<file path="src/rtl/bus_scheduler.sv">
// Round-robin scheduler sharing one serial channel between two initiators and the split target.
// Tracks one outstanding split, parks its owner, resumes it on split data return, and revokes hogged grants.
module bus_scheduler #(
    parameter int TIMEOUT = 64,
    parameter int GAP     = 1
) (
    input  logic       clk,
    input  logic       rst_n,
    input  logic       req_1,
    input  logic       req_2,
    input  logic       split_req,
    input  logic       split_start,
    output logic       grant_1,
    output logic       grant_2,
    output logic       grant_split,
    output logic       split_pending,
    output logic [1:0] split_owner,
    output logic       timeout_err,
    output logic       busy
);

    localparam int WD_W = (TIMEOUT > 255) ? $clog2(TIMEOUT + 1) : 8;

    typedef enum logic [2:0] {
        ST_IDLE,
        ST_GNT1,
        ST_GNT2,
        ST_GNTS,
        ST_GAP
    } state_t;

    // Where every grant release lands: the gap counter, or straight back to arbitration.
    localparam state_t ST_REL = (GAP == 0) ? ST_IDLE : ST_GAP;

    state_t          state;
    state_t          state_nx;
    logic            last_2;
    logic            mask_1;
    logic            mask_2;
    logic            mask_s;
    logic [WD_W-1:0] wd_cnt;
    logic [3:0]      gap_cnt;

    logic            elig_1;
    logic            elig_2;
    logic            wd_hit;
    logic            gap_done;
    logic            set_split;
    logic            clr_split;
    logic [1:0]      owner_nx;
    logic            err_nx;
    logic            ptr_upd;
    logic            ptr_nx;
    logic            set_mask_1;
    logic            set_mask_2;
    logic            set_mask_s;

    assign elig_1   = req_1 && !mask_1 && (split_owner != 2'b01);
    assign elig_2   = req_2 && !mask_2 && (split_owner != 2'b10);
    // Counter holds completed grant cycles, so TIMEOUT-1 marks the last permitted cycle.
    assign wd_hit   = (TIMEOUT != 0) && (wd_cnt == WD_W'(TIMEOUT - 1));
    assign gap_done = (gap_cnt == 4'(GAP - 1));

    // NOTE: every signal gets a default before the case so no path can infer a latch.
    always_comb begin
        state_nx   = state;
        set_split  = 1'b0;
        clr_split  = 1'b0;
        owner_nx   = 2'b00;
        err_nx     = 1'b0;
        ptr_upd    = 1'b0;
        ptr_nx     = last_2;
        set_mask_1 = 1'b0;
        set_mask_2 = 1'b0;
        set_mask_s = 1'b0;

        case (state)
            ST_IDLE: begin
                if (split_req && split_pending && !mask_s) begin
                    state_nx = ST_GNTS;
                end else if (elig_1 && elig_2) begin
                    state_nx = last_2 ? ST_GNT1 : ST_GNT2;
                end else if (elig_1) begin
                    state_nx = ST_GNT1;
                end else if (elig_2) begin
                    state_nx = ST_GNT2;
                end
            end

            ST_GNT1: begin
                // Split beats both a request drop and a watchdog hit in the same cycle.
                if (split_start && !split_pending) begin
                    set_split = 1'b1;
                    owner_nx  = 2'b01;
                    ptr_upd   = 1'b1;
                    ptr_nx    = 1'b0;
                    state_nx  = ST_REL;
                end else if (!req_1) begin
                    ptr_upd  = 1'b1;
                    ptr_nx   = 1'b0;
                    state_nx = ST_REL;
                end else if (wd_hit) begin
                    err_nx     = 1'b1;
                    ptr_upd    = 1'b1;
                    ptr_nx     = 1'b0;
                    set_mask_1 = 1'b1;
                    state_nx   = ST_REL;
                end
            end

            ST_GNT2: begin
                if (split_start && !split_pending) begin
                    set_split = 1'b1;
                    owner_nx  = 2'b10;
                    ptr_upd   = 1'b1;
                    ptr_nx    = 1'b1;
                    state_nx  = ST_REL;
                end else if (!req_2) begin
                    ptr_upd  = 1'b1;
                    ptr_nx   = 1'b1;
                    state_nx = ST_REL;
                end else if (wd_hit) begin
                    err_nx     = 1'b1;
                    ptr_upd    = 1'b1;
                    ptr_nx     = 1'b1;
                    set_mask_2 = 1'b1;
                    state_nx   = ST_REL;
                end
            end

            ST_GNTS: begin
                if (!split_req) begin
                    clr_split = 1'b1;
                    // The parked owner resumes immediately, skipping gap and round-robin.
                    if (split_owner == 2'b01 && req_1) begin
                        state_nx = ST_GNT1;
                    end else if (split_owner == 2'b10 && req_2) begin
                        state_nx = ST_GNT2;
                    end else begin
                        state_nx = ST_REL;
                    end
                end else if (wd_hit) begin
                    err_nx     = 1'b1;
                    clr_split  = 1'b1;
                    set_mask_s = 1'b1;
                    state_nx   = ST_REL;
                end
            end

            ST_GAP: begin
                if (gap_done) begin
                    state_nx = ST_IDLE;
                end
            end

            default: state_nx = ST_IDLE;
        endcase
    end

    // NOTE: state uses non-blocking assignments only, and the async reset drops grants at once.
    always_ff @(posedge clk or negedge rst_n) begin
        if (!rst_n) begin
            state         <= ST_IDLE;
            last_2        <= 1'b1;
            mask_1        <= 1'b0;
            mask_2        <= 1'b0;
            mask_s        <= 1'b0;
            wd_cnt        <= '0;
            gap_cnt       <= 4'd0;
            grant_1       <= 1'b0;
            grant_2       <= 1'b0;
            grant_split   <= 1'b0;
            split_pending <= 1'b0;
            split_owner   <= 2'b00;
            timeout_err   <= 1'b0;
            busy          <= 1'b0;
        end else begin
            state       <= state_nx;
            grant_1     <= (state_nx == ST_GNT1);
            grant_2     <= (state_nx == ST_GNT2);
            grant_split <= (state_nx == ST_GNTS);
            busy        <= (state_nx == ST_GNT1) || (state_nx == ST_GNT2) || (state_nx == ST_GNTS);
            timeout_err <= err_nx;

            if (state_nx != state) begin
                wd_cnt <= '0;
            end else if (state == ST_GNT1 || state == ST_GNT2 || state == ST_GNTS) begin
                wd_cnt <= wd_cnt + 1'b1;
            end

            gap_cnt <= (state == ST_GAP) ? gap_cnt + 4'd1 : 4'd0;

            if (set_split) begin
                split_pending <= 1'b1;
                split_owner   <= owner_nx;
            end else if (clr_split) begin
                split_pending <= 1'b0;
                split_owner   <= 2'b00;
            end

            if (ptr_upd) begin
                last_2 <= ptr_nx;
            end

            // A watchdog mask lasts until the offending request is withdrawn.
            mask_1 <= req_1 && (mask_1 || set_mask_1);
            mask_2 <= req_2 && (mask_2 || set_mask_2);
            mask_s <= split_req && (mask_s || set_mask_s);
        end
    end

endmodule

</file>
<file path="config.mk">
export PLATFORM = sky130hd
export DESIGN_NAME = bus_scheduler
export DESIGN_NICKNAME = d
export VERILOG_FILES = /design/src/rtl/bus_scheduler.sv
export SDC_FILE = /design/constraint.sdc
export NUM_CORES = 1
export LEC_CHECK = 0
export BUFFER_PORTS_ARGS = -buffer_cell sky130_fd_sc_hd__buf_4
export CAP_MARGIN = 15
export CORE_MARGIN = 1.5
export CORE_UTILIZATION = 40
export CTS_CLUSTER_DIAMETER = 30
export CTS_CLUSTER_SIZE = 14
export DETAILED_ROUTE_END_ITERATION = 10
export REMOVE_ABC_BUFFERS = 1
export SLEW_MARGIN = 40
export SYNTH_ARGS = -nofsm -noshare
export SYNTH_HDL_FRONTEND = slang
export SYNTH_SLANG_ARGS = --single-unit
</file>
<file path="constraint.sdc">
create_clock -name clk -period 2.48 [get_ports clk]
set_input_delay 0.496 -clock clk [delete_from_list [all_inputs] [get_ports clk]]
set_output_delay 0.496 -clock clk [all_outputs]
set_load 0.05 [all_outputs]
</file>
==> flow_metrics.tcl, run 1 <==
set metrics [dict create \
    die_area_um2 4330 \
    period_minus_slack_ns 2.14 \
    grt_pass1_vias 1181 \
    rsz0062_at_grt "no" \
    setup_viol 0 \
    critPathKind "flop to flop" \
    first_iter_violations 74 \
    synth-simple-area-share 0.284 \
    detail_route.first_pass.iterations 4 \
    fmaxAchievable_mhz 468 \
    postCtsHoldBufs 0 \
    core_area_um2 3720 \
    post_cts_resized 0 \
    p_sw_frac 0.440 \
    final_hold_viol_count 0 \
    drc 0 \
    yosysTopAreaCell "dfrtp_1" \
    synthCells 155 \
    vdd_drop_max_uv 472 \
    crit_slowest_cell "dfrtp_1" \
    power_leakage_nw 0.796 \
    crit_chain "buf_4, and4bb_2, a21oi_1, o32a_1, a21boi_0, nor2b_1" \
    syn_area_per_cell_um2 10.2 \
    cp_max_fo 12 \
    cts.sinks 27 \
    start_util 0.425 \
    p_seq_frac 0.361 \
    synth_top_family_by_area "simple AND/OR/NAND/NOR gates" \
    top_usage_layer "met2" \
    met2_usage 0.251 \
    synth_xor_area_frac 0.0388 \
    htreeDepth 1 \
    area_growth_pct 11.6 \
    synthTopCellsByArea "dfrtp_1 (41%), nor2_1 (2.9%), xnor2_1 (2.8%), a21oi_1 (2.5%), and2_1 (2.4%)" \
    cts_tree "done" \
    ant_nets 0 \
    yosysUniqueCellTypes 56 \
    timing.rr.start "state[0]$_DFF_PN0_" \
    synth_compound_area_frac 0.167 \
    cts.clk_slew.worst_paths_ns 0.09 \
    p_sw_w 0.000792 \
    p_per_area_nw_per_um2 1020 \
    drv_slew 0 \
    startpoint "state[0]$_DFF_PN0_" \
    tightest_slew_ns 0.619 \
    track_usage 0.166 \
    numCtsBuffers 3 \
    synth_enable_flop_cells 0 \
    met3_usage 0.0290 \
    yosysTopAreaCellShare 0.412 \
    postSynth.asyncResetShare 1.00 \
    ys.flop_type "dfrtp_1" \
    routed_via_density 5.52 \
    cts_buffer_depth 2 \
    grt_use_met1 0.220 \
    die_h_um 65.8 \
    critPathCaptureType "flop" \
    p_int_w 0.00101 \
    placed_cells 214 \
    hold_class "input port to async pin" \
    relSlewSlack 0.584 \
    pwr-share-comb 0.494 \
    clkPwrFrac 0.144 \
    port_buffers 13 \
    grt_max_degree 28 \
    netlist_area_um2 1580 \
    final_cells 218 \
    antenna_found_initial 0 \
    clock_latency_ns 0.28 \
    yosys_register_bits 27 \
    antenna_cells 0 \
    skew_ns 0.00455 \
    yosys_warnings 0 \
    die_w_um 65.8 \
    routed-via-count 1203 \
    tns_ns 0 \
    finalCritPeriodShare 0.861 \
    dp_hpwl_mm 2.23 \
    wl_per_cell_um 14.1 \
    grt-ovfl-total 0 \
    cpPeakStageDelay_ns 0.63 \
    arrival_ns 2.35 \
    muxShareOfSynthArea 0.00634 \
    status "complete, no violations" \
    required_ns 2.70 \
    wirelength_mm 3.07 \
    gp_congestion 0.899 \
    synthAdderAreaFrac 0.0238 \
    grt_pass1_wl_mm 5.44 \
    cts_root_buf "clkbuf_8" \
    drive_gt1_frac 0.194 \
    drv_cap 0 \
    rows 22 \
    fin_nets 180 \
    post_cts_buffers 0 \
    startpoint_type "flop" \
    ios 14 \
    ys_seq_area_frac 0.429 \
]
[cell usage after synthesis, drive strengths merged, types with 2 or more instances]
| library cell | n |
|---|---|
| a21boi | 2 |
| a21oi | 8 |
| a311oi | 2 |
| and2 | 6 |
| and3 | 3 |
| and3b | 3 |
| buf | 5 |
| dfrtp | 26 |
| ha | 3 |
| inv | 8 |
| nand2 | 7 |
| nand2b | 3 |
| nand3 | 6 |
| nand3b | 5 |
| nand4 | 2 |
| nor2 | 12 |
| nor2b | 5 |
| nor3 | 3 |
| nor3b | 2 |
| nor4 | 2 |
| nor4bb | 2 |
| o21a | 3 |
| o21ai | 3 |
| o22ai | 3 |
| or2b | 2 |
| xnor2 | 5 |
| xor2 | 2 |
[critical path, delay by kind of cell, from the launching register on]
kind	cells	cell delay (ns)
compound gates	3	0.79
simple gates	2	0.42
flops	1	0.63
buf+inv	1	0.22
[cell type report]
class / count / area, um2
multi-input combinational: 114 / 822
inverter: 8 / 30.0
timing repair buffer: 17 / 128
clock buffer: 3 / 41.3
sequential: 27 / 677
tap: 48 / 60.1
clock inverter: 1 / 5.00
fill: 371 / 1950
[flip-flops by register name (all words and copies together), names as in the netlist]
name,count
timeout_err,1
gap_cnt,4
busy,1
mask_1,1
mask_2,1
split_owner,2
grant_2,1
mask_s,1
last_2,1
wd_cnt,8
grant_1,1
grant_split,1
state,3
split_pending,1
[final timing paths]
| kind | slack, ns | to | depth (start not counted) |
|---|---|---|---|
| hold reg to reg | 0.49 | mask_1$_DFF_PN0_ | 1 |
| max in group asynchronous | 2.08 | last_2$_DFFE_PN1P_ | 1 |
| setup reg to reg | 0.34 | grant_1$_DFF_PN0_ | 6 |
| setup / recovery | 0.34 | grant_1$_DFF_PN0_ | 6 |
| hold / removal | 0.10 | split_owner[0]$_DFFE_PN0P_ | 1 |
| min in group clk | 0.48 | mask_s$_DFF_PN0_ | 2 |
[cells by family after synthesis]
group | Yosys count
flip-flops | 27
XOR/XNOR | 7
adder cells (fa/ha/maj) | 3
AND/OR/NAND/NOR | 68
multiplexers | 1
buffers and inverters | 14
AO/OA/AOI/OAI | 35
[power groups by stage]
stage               registers (W)  logic [W]  clock network (W)
global placement         0.000653   0.000879                  0
CTS                      0.000650   0.000893           0.000272
global route             0.000669   0.000976           0.000287
detailed placement       0.000657   0.000891                  0
floorplan                0.000801   0.000474                  0
finish                   0.000651   0.000889           0.000260
[metrics by stage]
step	hold slack (ns)	power (W)	util	setup WS (ns)	cell area [um2]
floorplan	0.200	0.00127	-	0.348	1530
global placement	0.425	0.00153	0.462	0.264	1720
detailed placement	0.434	0.00155	0.462	0.249	1720
CTS	0.118	0.00182	0.474	0.333	1760
global route	0.130	0.00193	0.474	0.139	1760
finish	0.104	0.00180	0.474	0.345	1760
[cells in the final DEF (no fill, tap or decap), types with 2 or more instances in the layout]
cell and instances:
nand2_1 7, xor2_1 2, o21ai_0 2, nor4_1 2
nor2_1 12, dfrtp_1 26, inv_1 8, and3_1 2
nor3_1 3, and3b_1 3, ha_1 3, a21oi_1 8
nand3b_1 4, and2_1 6, clkbuf_8 3, a21boi_0 2
o22ai_1 3, o21a_1 3, a311oi_1 2, nor2b_1 5
buf_4 17, nand2b_1 3, nand4_1 2, nand3_1 6
or2b_2 2, xnor2_1 5
[routing by layer]
metal / wire, um / vias up
met3: 134 / 9
met2: 1370 / 31
met4: 93 / 0
met5: 0 / -
met1: 1480 / 576
li1: - / 587
Power figures use the tool's default switching activity.
==> inputs of run 2 (changes only) <==
==> constraint.sdc (replaced) <==
create_clock -name clk -period 2.25 [get_ports clk]
set_input_delay 0.45 -clock clk [delete_from_list [all_inputs] [get_ports clk]]
set_output_delay 0.45 -clock clk [all_outputs]
set_load 0.05 [all_outputs]
==> flow_metrics.tcl, run 2 (same netlist as run 1, synthesis figures left out) <==
set metrics [dict create \
    status "complete, no violations" \
    grt_max_degree 28 \
    rsz0062_at_grt "no" \
    cp_max_fo 8 \
    period_minus_slack_ns 2.10 \
    hold_class "input port to async pin" \
    clock_latency_ns 0.28 \
    antenna_cells 0 \
    layout_commonest_cell "dfrtp_1" \
    ant_nets 0 \
    routed-via-count 1236 \
    gp_congestion 0.847 \
    rows 22 \
    tns_ns 0 \
    final_cell_mix "dfrtp_1 (25), buf_4 (22), nor2_1 (12)" \
    wirelength_mm 3.06 \
    start_util 0.425 \
    placed_cells 219 \
    required_ns 2.45 \
    track_usage 0.159 \
    pre_cts_ws_ns 0.171 \
    finalCritPeriodShare 0.935 \
    port_buffers 13 \
    relSlewSlack 0.728 \
    area_growth_pct 14.1 \
    timing.rr.start "wd_cnt[0]$_DFFE_PN0P_" \
    final_cells 223 \
    vdd_drop_max_uv 665 \
    final.setup.worst_slack_ns 0.146 \
    antenna_found_initial 0 \
    ios 14 \
    post_cts_resized 0 \
    largest_register "wd_cnt" \
    top_regs "wd_cnt: 8 flops, gap_cnt: 4 flops, state: 3 flops" \
    arrival_ns 2.30 \
    core_area_um2 3720 \
    drv_cap 0 \
    largest_register_ffs 8 \
    numCtsBuffers 3 \
    skew_ns 0.0108 \
    htreeDepth 1 \
    critPathKind "flop to flop" \
    cts.clk_slew.worst_paths_ns 0.10 \
    drc 0 \
    cts_buffer_depth 2 \
    grt_pass1_wl_mm 5.24 \
    p_per_area_nw_per_um2 1120 \
    first_iter_violations 98 \
    die_h_um 65.8 \
    die_area_um2 4330 \
    cts_tree "done" \
    detail_route.first_pass.iterations 4 \
    grt_pass1_vias 1137 \
    dp_hpwl_mm 2.25 \
    power_leakage_nw 0.820 \
    fin_nets 185 \
    critPathCaptureType "flop" \
    routed_via_density 5.54 \
    tightest_slew_ns 0.402 \
    cts.sinks 27 \
    die_w_um 65.8 \
    postCtsHoldBufs 0 \
    fmaxAchievable_mhz 475 \
    worstReg2RegEnd "wd_cnt[3]$_DFFE_PN0P_" \
    drv_slew 0 \
    wl_per_cell_um 13.7 \
    final_hold_viol_count 0 \
    rrSetupSlack_ns 0.15 \
    cts_root_buf "clkbuf_8" \
    reg2regPathDepth 7 \
    whs_ns 0.0674 \
    setup_viol 0 \
    grt-ovfl-total 0 \
    post_cts_buffers 0 \
    startpoint_type "flop" \
    drive_gt1_frac 0.223 \
]
==> run 2: cell count changes in the layout (fill, tap and decap cells not counted) <==
cell | previous run | this run
buf_4 | 17 | 22
dfrtp_1 | 26 | 25
dfrtp_2 | 0 | 1
==> run 2: worst max-delay path by stage <==
stage	startpoint	endpoint	slack [ns]	cells past startpoint
floorplan	split_pending$_DFFE_PN0P_	wd_cnt[3]$_DFFE_PN0P_	0.12	5
global placement	wd_cnt[0]$_DFFE_PN0P_	wd_cnt[3]$_DFFE_PN0P_	0.19	7
detailed placement	state[0]$_DFF_PN0_	wd_cnt[3]$_DFFE_PN0P_	0.17	6
CTS	wd_cnt[0]$_DFFE_PN0P_	wd_cnt[3]$_DFFE_PN0P_	0.13	7
global route	wd_cnt[0]$_DFFE_PN0P_	wd_cnt[4]$_DFFE_PN0P_	0.03	7
finish	wd_cnt[0]$_DFFE_PN0P_	wd_cnt[3]$_DFFE_PN0P_	0.15	7
==> run 2: critical path, cell delays in order, from the launching register on <==
cell	delay, ns
dfrtp_1	0.42
ha_1	0.24
and3_4	0.21
and2_1	0.17
a2111o_1	0.36
a222oi_1	0.28
buf_4	0.20
nor3b_2	0.15
==> run 2: area by class of cell <==
cell class | count | area [um2]
flip-flops and latches | 27 | 678
fillers | 356 | 1910
clock inverters | 1 | 5.00
clock buffers | 3 | 41.3
multi-input cells | 114 | 822
repair buffers | 22 | 165
well taps | 48 | 60.1
inverters | 8 | 30.0
==> run 2: report_power, final <==
group,internal [W],total [W],switching (W)
clock network,0.000124,0.000273,0.000149
logic,0.000443,0.00103,0.000587
registers,0.000588,0.000714,0.000127
==> run 2: stage by stage <==
| stage | total power [W] | util | instance area [um2] |
|---|---|---|---|
| finish | 0.00202 | 0.485 | 1800 |
| global route | 0.00217 | 0.485 | 1800 |
| CTS | 0.00203 | 0.485 | 1800 |
| detailed placement | 0.00175 | 0.472 | 1750 |
| global placement | 0.00174 | 0.472 | 1750 |
| floorplan | 0.00140 | - | 1530 |
==> run 2: layer usage <==
layer / part of all wire / up-vias / routed length, um / global-route usage
li1: - / 601 / - / -
met1: 0.49 / 614 / 1510 / 0.213
met2: 0.46 / 17 / 1410 / 0.258
met3: 0.036 / 4 / 109 / 0.0273
met4: 0.0095 / 0 / 29 / 0.0547
met5: 0 / - / 0 / 0
==> inputs of run 3 (changes only) <==
--- a/config.mk
+++ b/config.mk
@@ -5,6 +5,7 @@
 export SDC_FILE = /design/constraint.sdc
 export NUM_CORES = 1
 export LEC_CHECK = 0
+export ABC_CLOCK_PERIOD_IN_PS = 2250
 export BUFFER_PORTS_ARGS = -buffer_cell sky130_fd_sc_hd__buf_4
 export CAP_MARGIN = 15
 export CORE_MARGIN = 1.5
@@ -12,6 +13,7 @@
 export CTS_CLUSTER_DIAMETER = 30
 export CTS_CLUSTER_SIZE = 14
 export DETAILED_ROUTE_END_ITERATION = 10
+export HOLD_SLACK_MARGIN = 0.1
 export REMOVE_ABC_BUFFERS = 1
 export SLEW_MARGIN = 40
 export SYNTH_ARGS = -nofsm -noshare
==> flow_metrics.tcl, run 3 (same netlist as run 1, synthesis figures left out) <==
set metrics [dict create \
    first_iter_violations 84 \
    critPathKind "flop to flop" \
    tightest_slew_ns 0.401 \
    clock_latency_ns 0.27 \
    largest_register "wd_cnt" \
    vdd_drop_max_uv 666 \
    cts.clk_slew.worst_paths_ns 0.10 \
    grt_pass1_vias 1142 \
    cpPeakStageDelay_ns 0.42 \
    post_cts_buffers 0 \
    port_buffers 13 \
    ios 14 \
    wl_per_cell_um 13.8 \
    p_per_area_nw_per_um2 1110 \
    dp_hpwl_mm 2.25 \
    area_growth_pct 14.7 \
    final_util 0.488 \
    critPathCaptureType "flop" \
    drv_slew 0 \
    status "complete, no violations" \
    final_cell_mix "dfrtp_1 (25), buf_4 (22), nor2_1 (12)" \
    grt-ovfl-total 0 \
    required_ns 2.45 \
    gp_congestion 0.847 \
    fin_nets 186 \
    core_area_um2 3720 \
    rows 22 \
    cts.sinks 27 \
    wirelength_mm 3.08 \
    crit_chain "ha_1, and3_4, and2_1, a2111o_1, a222oi_1, buf_4, nor3b_2" \
    finalCritPeriodShare 0.935 \
    cts_buffer_depth 2 \
    grt_pass1_wl_mm 5.27 \
    grt_max_degree 28 \
    htreeDepth 1 \
    start_util 0.425 \
    drv_cap 0 \
    rsz0062_at_grt "no" \
    ant_nets 0 \
    arrival_ns 2.30 \
    antenna_cells 0 \
    detail_route.first_pass.iterations 4 \
    track_usage 0.159 \
    period_minus_slack_ns 2.10 \
    layout_commonest_cell "dfrtp_1" \
    drive_gt1_frac 0.222 \
    crit_family "compound AO/OA/AOI/OAI gates" \
    routed-via-count 1235 \
    fmaxAchievable_mhz 475 \
    setup_viol 0 \
    drc 0 \
    top_regs "wd_cnt: 8 flops, gap_cnt: 4 flops, state: 3 flops" \
    largest_register_ffs 8 \
    final_hold_viol_count 0 \
    cp_max_fo 8 \
    crit_slowest_cell "dfrtp_1" \
    hold_class "input port to flop" \
    cts_tree "done" \
    die_h_um 65.8 \
    power_leakage_nw 0.824 \
    die_area_um2 4330 \
    relSlewSlack 0.729 \
    cp_num_buf_inv 1 \
    routed_via_density 5.51 \
    startpoint_type "flop" \
    die_w_um 65.8 \
    skew_ns 0.0103 \
    cts_root_buf "clkbuf_8" \
    numCtsBuffers 3 \
    antenna_found_initial 0 \
    tns_ns 0 \
]
## run 3: cell types whose count changed in the layout (fill, tap and decap cells not counted), sizes merged
cell	change
dlygate4sd3	+1
## run 3: layout make-up
class,instances,area (um2)
fillers,355,1900
multi-input cells,114,822
flip-flops and latches,27,678
repair buffers,23,175
well taps,48,60.1
clock buffers,3,41.3
inverters,8,30.0
clock inverters,1,5.00
## run 3: what timing repair did
item | in CTS | in global routing
endpoints found under the setup margin | 0 | 3
gates resized for setup | 0 | 1
endpoints found under the hold margin | 26 | 0
hold buffers | 1 | 0
## run 3: worst paths after layout
kind | start | end | slack [ns] | cells past startpoint
max | wd_cnt[0]$_DFFE_PN0P_ | wd_cnt[3]$_DFFE_PN0P_ | 0.15 | 7
min | split_req | mask_s$_DFF_PN0_ | 0.44 | 2
max reg2reg | wd_cnt[0]$_DFFE_PN0P_ | wd_cnt[3]$_DFFE_PN0P_ | 0.15 | 7
min reg2reg | mask_s$_DFF_PN0_ | mask_s$_DFF_PN0_ | 0.49 | 1
max in group asynchronous | rst_n | last_2$_DFFE_PN1P_ | 1.34 | 2
min in group asynchronous | rst_n | split_owner[1]$_DFFE_PN0P_ | 0.61 | 2
## run 3: report_power, final
group          internal, W  switching [W]
Sequential        0.000588       0.000128
Combinational     0.000444       0.000586
Clock             0.000124       0.000148
Total              0.00116       0.000863
## run 3: per-layer routing
metal,wire [um],track usage,part of all wire,vias up
li1,-,-,-,600
met1,1540,0.214,0.50,614
met2,1410,0.259,0.46,17
met3,108,0.0273,0.035,4
met4,29,0.0547,0.0094,0
met5,0,0,0,-
## run 3: worst register-to-register path, cell delays in order, from the launching register on
cell,delay (ns)
dfrtp_1,0.42
ha_1,0.24
and3_4,0.21
and2_1,0.17
a2111o_1,0.36
a222oi_1,0.28
buf_4,0.20
nor3b_2,0.15
## run 3: metrics by stage
| step | worst slack [ns] | area (um2) | cells | total power, W | hold WS (ns) |
|---|---|---|---|---|---|
| after floorplan | 0.118 | 1530 | 149 | 0.00140 | 0.154 |
| after global placement | 0.189 | 1750 | 219 | 0.00174 | 0.380 |
| after detailed placement | 0.171 | 1750 | 219 | 0.00175 | 0.386 |
| after CTS | 0.134 | 1810 | 224 | 0.00204 | 0.435 |
| after global routing | 0.0326 | 1810 | 224 | 0.00217 | 0.435 |
| final | 0.146 | 1810 | 224 | 0.00202 | 0.444 |
